**src/rtl/ram_arbiter_pkg.sv**
```systemverilog
// ----------------------------------------------------------------------------
// ram_arbiter_pkg
//   Shared types for the cache-to-RAM arbitration slice:
//     word_t      - 32-bit data/address word
//     ramstate_t  - state reported by the RAM model
//     arb_state_t - arbiter FSM state (IDLE between bursts, OWN during one)
//   Plus a small index helper used to advance the round-robin pointer.
// ----------------------------------------------------------------------------
package ram_arbiter_pkg;

    localparam int WORD_W = 32;

    typedef logic [WORD_W-1:0] word_t;

    typedef enum logic [1:0] {
        FREE   = 2'd0,
        BUSY   = 2'd1,
        ACCESS = 2'd2,
        ERROR  = 2'd3
    } ramstate_t;

    typedef enum logic {
        IDLE = 1'b0,
        OWN  = 1'b1
    } arb_state_t;

    // Index that follows i in a ring of n entries (n-1 wraps back to 0).
    function automatic int wrap_inc(input int i, input int n);
        int r;
        if (i >= n - 1) begin
            r = 0;
        end else begin
            r = i + 1;
        end
        return r;
    endfunction

endpackage

```
**src/rtl/ram_arbiter_rr_picker.sv**
```systemverilog
// ----------------------------------------------------------------------------
// rr_picker
//   Combinational round-robin selector. Scans req starting at position ptr,
//   wrapping modulo N, and reports the first set bit.
//   Ports:
//     req   in  [N-1:0]  request vector
//     ptr   in  [W-1:0]  index with the highest priority this cycle (< N)
//     valid out          at least one request is set
//     idx   out [W-1:0]  first requesting index at or after ptr
// ----------------------------------------------------------------------------
module rr_picker #(
    parameter int N = 4,
    parameter int W = (N > 1) ? $clog2(N) : 1
) (
    input  logic [N-1:0] req,
    input  logic [W-1:0] ptr,
    output logic         valid,
    output logic [W-1:0] idx
);

    // Walk the offsets from farthest to nearest so the nearest hit is the
    // last one written and therefore wins.
    always_comb begin
        int j;
        valid = 1'b0;
        idx   = {W{1'b0}};
        j     = 0;
        for (int k = N - 1; k >= 0; k--) begin
            j     = ((int'(ptr) + k) >= N) ? (int'(ptr) + k - N) : (int'(ptr) + k);
            valid = valid | req[j];
            idx   = req[j] ? W'(j) : idx;
        end
    end

endmodule

```
**src/rtl/ram_arbiter.sv**
```systemverilog
// ----------------------------------------------------------------------------
// ram_arbiter
//   Round-robin arbiter sharing the single RAM port between NREQ cache
//   requesters (index 2c = dcache of core c, 2c+1 = icache of core c).
//   A grant covers a whole burst: the owner keeps the port until the RAM
//   accepts its last word (or it withdraws), so blocks never interleave.
//   Ports:
//     CLK, nRST            clock (rising edge), async reset (active low)
//     req_ren/req_wen      per-requester read / write request
//     req_last             current word is the last of the burst
//     req_addr/req_store   per-requester address / write data
//     req_wait             per-requester stall (0 only on owner's completion)
//     req_load             RAM read data broadcast to all requesters
//     ramREN/ramWEN        RAM read / write enable
//     ramaddr/ramstore     RAM address / write data
//     ramload, ramstate    RAM read data and status
// ----------------------------------------------------------------------------
module ram_arbiter
    import ram_arbiter_pkg::*;
#(
    parameter int CPUS = 2,
    parameter int NREQ = 2 * CPUS
) (
    input  logic                   CLK,
    input  logic                   nRST,
    input  logic      [NREQ-1:0]   req_ren,
    input  logic      [NREQ-1:0]   req_wen,
    input  logic      [NREQ-1:0]   req_last,
    input  word_t     [NREQ-1:0]   req_addr,
    input  word_t     [NREQ-1:0]   req_store,
    output logic      [NREQ-1:0]   req_wait,
    output word_t                  req_load,
    output logic                   ramREN,
    output logic                   ramWEN,
    output word_t                  ramaddr,
    output word_t                  ramstore,
    input  word_t                  ramload,
    input  ramstate_t              ramstate
);

    localparam int OW = (NREQ > 1) ? $clog2(NREQ) : 1;

    arb_state_t        state_r;
    arb_state_t        state_next_s;
    logic [OW-1:0]     owner_r;
    logic [OW-1:0]     owner_next_s;
    logic [OW-1:0]     ptr_r;
    logic [OW-1:0]     ptr_next_s;
    logic [NREQ-1:0]   req_s;
    logic              pick_valid_s;
    logic [OW-1:0]     pick_idx_s;
    logic [OW-1:0]     owner_inc_s;
    logic              owner_req_s;
    logic              access_s;

    assign req_s       = req_ren | req_wen;
    assign owner_inc_s = OW'(wrap_inc(int'(owner_r), NREQ));
    assign owner_req_s = req_s[owner_r];
    assign access_s    = (ramstate == ACCESS);

    // Read data is passed straight through; only the owner acts on it.
    assign req_load = ramload;

    rr_picker #(
        .N (NREQ),
        .W (OW)
    ) u_picker (
        .req   (req_s),
        .ptr   (ptr_r),
        .valid (pick_valid_s),
        .idx   (pick_idx_s)
    );

    // Arbiter state, current owner and round-robin pointer.
    always_ff @(posedge CLK or negedge nRST) begin
        if (!nRST) begin
            state_r <= IDLE;
            owner_r <= {OW{1'b0}};
            ptr_r   <= {OW{1'b0}};
        end else begin
            state_r <= state_next_s;
            owner_r <= owner_next_s;
            ptr_r   <= ptr_next_s;
        end
    end

    // Next-state decisions and RAM/requester-facing outputs.
    always_comb begin
        state_next_s = state_r;
        owner_next_s = owner_r;
        ptr_next_s   = ptr_r;
        ramREN       = 1'b0;
        ramWEN       = 1'b0;
        ramaddr      = {WORD_W{1'b0}};
        ramstore     = {WORD_W{1'b0}};
        req_wait     = {NREQ{1'b1}};

        case (state_r)
            IDLE: begin
                // The grant takes effect next cycle; nothing reaches the RAM
                // while idle, which also gives the one-cycle bubble between
                // bursts.
                if (pick_valid_s) begin
                    owner_next_s = pick_idx_s;
                    state_next_s = OWN;
                end else begin
                    state_next_s = IDLE;
                end
            end

            OWN: begin
                // Write takes precedence when a requester raises both enables.
                ramWEN            = req_wen[owner_r];
                ramREN            = req_ren[owner_r] & ~req_wen[owner_r];
                ramaddr           = req_addr[owner_r];
                ramstore          = req_store[owner_r];
                req_wait[owner_r] = ~access_s;

                if (!owner_req_s) begin
                    // Owner withdrew; any RAM operation in flight is dropped.
                    state_next_s = IDLE;
                    ptr_next_s   = owner_inc_s;
                end else if (access_s && req_last[owner_r]) begin
                    state_next_s = IDLE;
                    ptr_next_s   = owner_inc_s;
                end else begin
                    // Non-ACCESS states (including ERROR) hold the grant.
                    state_next_s = OWN;
                end
            end

            default: begin
                state_next_s = IDLE;
            end
        endcase
    end

endmodule

```
**config.mk**
```make
export PLATFORM = sky130hd
export DESIGN_NAME = ram_arbiter
export DESIGN_NICKNAME = d
export VERILOG_FILES = /design/src/rtl/ram_arbiter_pkg.sv /design/src/rtl/ram_arbiter_rr_picker.sv /design/src/rtl/ram_arbiter.sv
export SDC_FILE = /design/constraint.sdc
export NUM_CORES = 1
export LEC_CHECK = 0
export ABC_CLOCK_PERIOD_IN_PS = 1800
export CAP_MARGIN = 30
export CELL_PAD_IN_SITES_DETAIL_PLACEMENT = 1
export CELL_PAD_IN_SITES_GLOBAL_PLACEMENT = 1
export CORE_AREA = 2 2 157 159
export DETAILED_ROUTE_END_ITERATION = 8
export DIE_AREA = 0 0 159 161
export GPL_ROUTABILITY_DRIVEN = 0
export GPL_TIMING_DRIVEN = 0
export PLACE_DENSITY_LB_ADDON = 0.3
export SYNTH_ARGS = -nofsm -noshare
export SYNTH_HDL_FRONTEND = slang
export SYNTH_SLANG_ARGS = --single-unit
```
**constraint.sdc**
```tcl
create_clock -name CLK -period 1.8 [get_ports CLK]
set_input_delay 0.36 -clock CLK [delete_from_list [all_inputs] [get_ports CLK]]
set_output_delay 0.36 -clock CLK [all_outputs]
set_load 0.02 [all_outputs]
```
# Word-level counts from Yosys, hierarchy flattened
# Index checks and enable logic that the tools add are counted.
classes:
  addsub: 8
  order_cmp: 11
  eq_ne: 2
  n_mux: 46
  bitwise: 10
  n_reduce_logical: 4
ops:
  columns: ["cell", "count"]
  rows:
  - ["two-way mux 32 bit", 8]
  - ["binary-select mux 32 bit (select 2 bit)", 2]
  - ["< comparator 32 x 4 -> 1 bit (second input constant)", 4]
  - ["subtractor 32 x 4 -> 32 bit (second input constant)", 3]
  - [">= comparator 32 x 4 -> 1 bit (second input constant)", 2]
  - ["two-way mux 1 bit", 18]
  - ["binary-select mux 1 bit (select 2 bit)", 8]
  - ["two-way mux 2 bit", 7]
  - ["bitwise OR 4 bit", 2]
  - ["adder 2 x 2 -> 3 bit (second input constant)", 2]
  - ["two-way mux 4 bit", 1]
  - ["inverter 4 bit", 1]
  - ["AND reduction 2 bit", 2]
  - ["subtractor 2 x 3 -> 4 bit (second input constant)", 1]
  - ["adder 2 x 1 -> 3 bit (second input constant)", 1]
  - [">= comparator 2 x 3 -> 1 bit (second input constant)", 1]
  - [">= comparator 3 bit (second input constant)", 1]
  - ["< comparator 2 x 3 -> 1 bit (second input constant)", 1]
  - ["inverter 1 bit", 3]
  - ["bitwise OR 1 bit", 3]
  - ["adder 2 x 1 -> 2 bit (second input constant)", 1]
  - ["demux 1 bit (select 2 bit)", 1]
  - ["equality test 2 bit (second input constant)", 1]
  - [">= comparator 2 x 1 -> 1 bit (second input constant)", 1]
  - ["5 further kinds", 6]
word_totals:
  ff_bits: 5
  output_inout_bits: 102
  elab_cells: 84

# Logic depth before layout (Yosys ltp)
# Gate-level depths: netlist (run 1).
logic_depth:
  ltp_word: 11
  depth_mapped: 6
  depth_no_buf: 4

# Cells and area by module
# Synthesis (run 1) repeated with hierarchy kept, for this count alone.
hier_totals:
  hier_cells: 239
  hier_area_um2: 2696.3
by_module_without_submodules:
  columns: ["mod", "n_inst", "cells_each", "area_per_inst_um2", "seq_area_each_um2"]
  rows:
  - ["ram_arbiter", 1, 226, 2618.8, 125.1]
  - ["rr_picker", 1, 13, 77.6, 0.0]

# Least setup slack after synthesis (run 1)
# OpenSTA, ideal clock, no wires.
synth_path:
  kind: "register -> output"
  start: "register owner_r[0]"
  end: "output port ramaddr[23]"
  arrival_time_ns: 1.417
  required_ns: 1.440
  path_slack_ns: 0.023
  stages_incl_launch_ff: 5
  path_cell_list: "dfrtp_1 > buf_6 > buf_12 > mux4_1 > and2_1"
synth_via:
  elab_chain_len: 3
synth_rtl:
  columns: ["item", "line", "text"]
  rows:
  - ["start, declared", "ram_arbiter.sv:45", "logic [OW-1:0] owner_r;"]
  - ["start signal, assigned", "ram_arbiter.sv:78", "owner_r <= {OW{1'b0}};"]
  - ["start signal, assigned", "ram_arbiter.sv:82", "owner_r <= owner_next_s;"]
  - ["binary-select mux 32 bit (select 2 bit)", "ram_arbiter.sv:115", "ramaddr = req_addr[owner_r];"]
  - ["two-way mux 32 bit (implied by the code)", "ram_arbiter.sv:115", null]
  - ["two-way mux 32 bit", "ram_arbiter.sv:98", "case (state_r)"]
  - ["end, declared", "ram_arbiter.sv:35", "output word_t ramaddr,"]
# No other way between the ends. The select of a mux whose other input is x is not followed.

# Worst setup path after layout (run 1)
layout_path:
  start: "register owner_r[0]"
  end: "output port ramaddr[19]"
# The elaborated chain is that of the path after synthesis.

==> results.txt, run 1 <==
- Status: finished, violations left
* Violated checks: negative setup slack
- The initial antenna violation count is 0.
- Cell at the root of the clock tree: sky130_fd_sc_hd__clkbuf_16
* Xor/xnor cell area share of the yosys netlist: 0%
- Data on the critical path is required at its endpoint by 1.44 ns.
* Type of the tightest min-delay check: input port to async pin
- Proportion of layout cells with a drive suffix above 1: 43.1%
- Setup repair after global routing could not meet its margin everywhere.
* Starting utilization of the core area: 11.7%
- Sequence of cells on the critical path: buf_12 > buf_12 > mux4_2 > and2_1 > buf_2
- Setup slack after layout: -0.371 ns
- Of the post-synthesis cell area, the part taken by muxes is 55.2%.
* Non-Filler Instances: 951
* Sequential element share of the synthesized area: 4.46%
* Post-DP HPWL: 15600 um
- The final max-slew violation count was 0.
* Area share of the largest cell type after synthesis: 49.0%
- Adder and majority cell fraction of the synthesized area: 1.78%
- Capturing element type of the critical path: output pin
* Syn_nets: 545
* Leading cell types in the layout, fill and taps excluded: sky130_fd_sc_hd__clkdlybuf4s50_1 (302), sky130_fd_sc_hd__mux4_2 (66), sky130_fd_sc_hd__buf_6 (57)
- Based on the critical path, the design can be clocked at up to 0.461 GHz.
* CTS H-tree lvls: 1
- Final Critical Period: 2.17 ns
- Power spread over the standard cell area amounts to 1320 nW/um2.
- Peak supply drop: 401 uV
- In the routed layout, each cell is associated on average with a via count of 3.90.
- Largest net degree at the start of global routing: 11
- The first global-routing pass estimated 27300 um of wire.
- Detail-routed net length per standard cell: 19.2 um
- Cell repeated most along the worst path: sky130_fd_sc_hd__buf_12
* Total Wirelength: 18300 um
- Overall power consumption after layout is estimated at 9.83 mW.
- The Yosys step of the flow raised 0 warnings.
- Post-CTS Hold Buffers: 0
- After synthesis, the share of flip-flops with an asynchronous set or reset is 100%.
* Buffers from clock root to sink, at most: 2
* Total global-route track usage: 13.7%
* CTS Buf Count: 3
- In this run, the number of DRC markers left after iteration 0 of detailed routing was 105.
- Slew @ Worst Pin: 0.520 ns
- Cells after synthesis: 237
* Antenna Diode Count: 0
- Standard cell area after detailed placement: 6950 um2
* Insertion delay to the later sink of the worst-skew pair: 0.23 ns
- After synthesis the netlist holds a flip-flop and latch count of 5.
- Slowest cell delay on critical path: 0.51 ns
- Cell types occupying the most area after synthesis: sky130_fd_sc_hd__mux4_2 (49%), sky130_fd_sc_hd__and2_1 (14%), sky130_fd_sc_hd__buf_4 (9.9%)
- Counting flops with a built-in enable in the synthesized netlist gives 0.
- Number of hold-slack violations in the final timing report: 0
- TritonCTS built the clock tree.
* Average instance area after synthesis: 11.8 um2
- In this run the remaining antenna-violating nets after routing total 0.
* Sum of negative setup slack: -20.81 ns
* Final cell area excluding filler cells: 7470 um2
- The tool flagged a number of max-cap violations equal to 0.
- CP startpoint kind: register
* Library cell occupying the most area in the post-synthesis netlist: sky130_fd_sc_hd__mux4_2
* Count of standard-cell rows: 57
- Top fanout value on the critical path: 10
- The die is 159 um wide.
- The mapped netlist covers 2810 um2.
* Total congestion overflow after global routing: 0
- After detailed routing, the number of remaining DRC violations is 0.
* Headroom to the max-slew limit: 65.3%
- Most common cell after layout, fill and taps aside: sky130_fd_sc_hd__clkdlybuf4s50_1
- Placed Cells incl. Taps: 934
* Netlist cell types: 32
- The synthesized netlist devotes 5.22% of its cell area to compound gates.
* Die area: 25600 um2
- Area fraction in and, or, nand and nor cells after synthesis: 18.2%
- After synthesis, the largest family of logic cells by area is multiplexers.
* Core Box Area: 24000 um2
- Clock-pin slew was measured on the worst setup and hold paths at 0.04 ns.
- Post-route clock skew: 0.00533 ns
- For this design the static power due to leakage is 2.91 nW.
- Via count of the first global-routing pass: 4352
* Number of buffers added on ports: 373
- Pre-Repair DR Iteration Count: 4
* Arrival time at the worst endpoint: 1.81 ns
* Via count of the routed design: 3709
- Class of the most critical setup path: register to output pin
- The most used flip-flop cell after synthesis is sky130_fd_sc_hd__dfrtp_1.
- The final critical path takes up 121% of the cycle.
- Layout Nets: 936
- Syn-to-layout area delta: 166%
* Critical Path Slowest Stage Cell: sky130_fd_sc_hd__mux4_2
* Vert. Die Dim: 161 um
- Counting every sink on the clock net gives 5.
* Endpoints failing setup: 68
* Number of top-level design ports: 406
-- cells by family after synthesis --
family                   Yosys count
flip-flops                         5
AND/OR/NAND/NOR                   85
multiplexers                      70
buffers and inverters             57
adder cells (fa/ha/maj)            4
AO/OA/AOI/OAI                     16
-- worst max-delay path: cells and delay by family, from the launching register on --
| kind | cells | cell delay [ns] |
|---|---|---|
| flip-flops | 1 | 0.38 |
| multiplexers | 1 | 0.51 |
| AND/OR/NAND/NOR | 1 | 0.18 |
| buffers and inverters | 3 | 0.49 |
-- layout make-up --
class / instances / area (um2)
timing repair buffer: 386 / 3880
multi-input combinational: 175 / 2410
clock inverter: 1 / 5.00
sequential: 5 / 128
fill: 2706 / 16500
clock buffer: 3 / 75.1
buffer: 55 / 538
inverter: 2 / 16.3
tap: 324 / 405
-- metrics by stage --
| stage | hold WS [ns] | utilization (%) | setup slack, ns |
|---|---|---|---|
| floorplan | 0.0644 | - | 0.0234 |
| global placement | 0.545 | 29.0 | -1.07 |
| detailed placement | 0.559 | 29.0 | -1.06 |
| CTS | 0.363 | 30.8 | -0.478 |
| global route | 0.370 | 31.2 | -0.427 |
| finish | 0.355 | 31.2 | -0.371 |
-- state kept, by name, indices dropped and copies added (netlist names) --
name / flops
owner_r: 2
ptr_r: 2
state_r: 1
-- synthesized netlist by cell type (all sizes together) (2+ instances only) --
master and number:
and3b 5, o21ai 5, nor2 6, dfrtp 5, and2 65, clkbuf 8
ha 4, nand2 7, o22ai 2, o32ai 2, inv 2, o21a 2
mux2 3, buf 47, mux4 66
-- worst paths after layout --
check	startpoint	endpoint	slack, ns	depth (start not counted)
max in group asynchronous	nRST	owner_r[0]	1.23	1
min in group CLK	ptr_r[0]	ptr_r[0]	0.59	1
worst max-delay path	owner_r[0]	ramaddr[19]	-0.37	5
worst max register to register	owner_r[0]	ptr_r[1]	0.04	6
worst min-delay path	nRST	ptr_r[1]	0.35	1
worst min register to register	ptr_r[0]	ptr_r[0]	0.59	1
-- power breakdown --
group / internal (mW) / switching, mW / leakage, nW
Sequential: 0.178 / 0.0588 / 0.0570
Combinational: 5.32 / 3.91 / 2.82
Clock: 0.291 / 0.0790 / 0.0409
-- per-layer routing --
| metal | global-route usage (%) | up-vias | wire [um] |
|---|---|---|---|
| met5 | 0 | - | 0 |
| met4 | 1.82 | 0 | 218 |
| met2 | 26.3 | 181 | 10000 |
| met1 | 15.7 | 1833 | 6820 |
| li1 | - | 1677 | - |
| met3 | 3.18 | 18 | 1200 |
-- timing repair --
action / in CTS / in global routing
endpoints found under the setup margin: 72 / 73
resized for setup: 454 / 45
buffers inserted: 10 / 2
pin swaps: 4 / 6
gates cloned: 4 / 0
No activity file was read; power rests on OpenSTA's default activity.
==> run 2: changes to the inputs <==
SLEW_MARGIN = 25   (was unset)
==> results of run 2 <==
No change in the layout: final DEF, timing and power equal those of run 1.
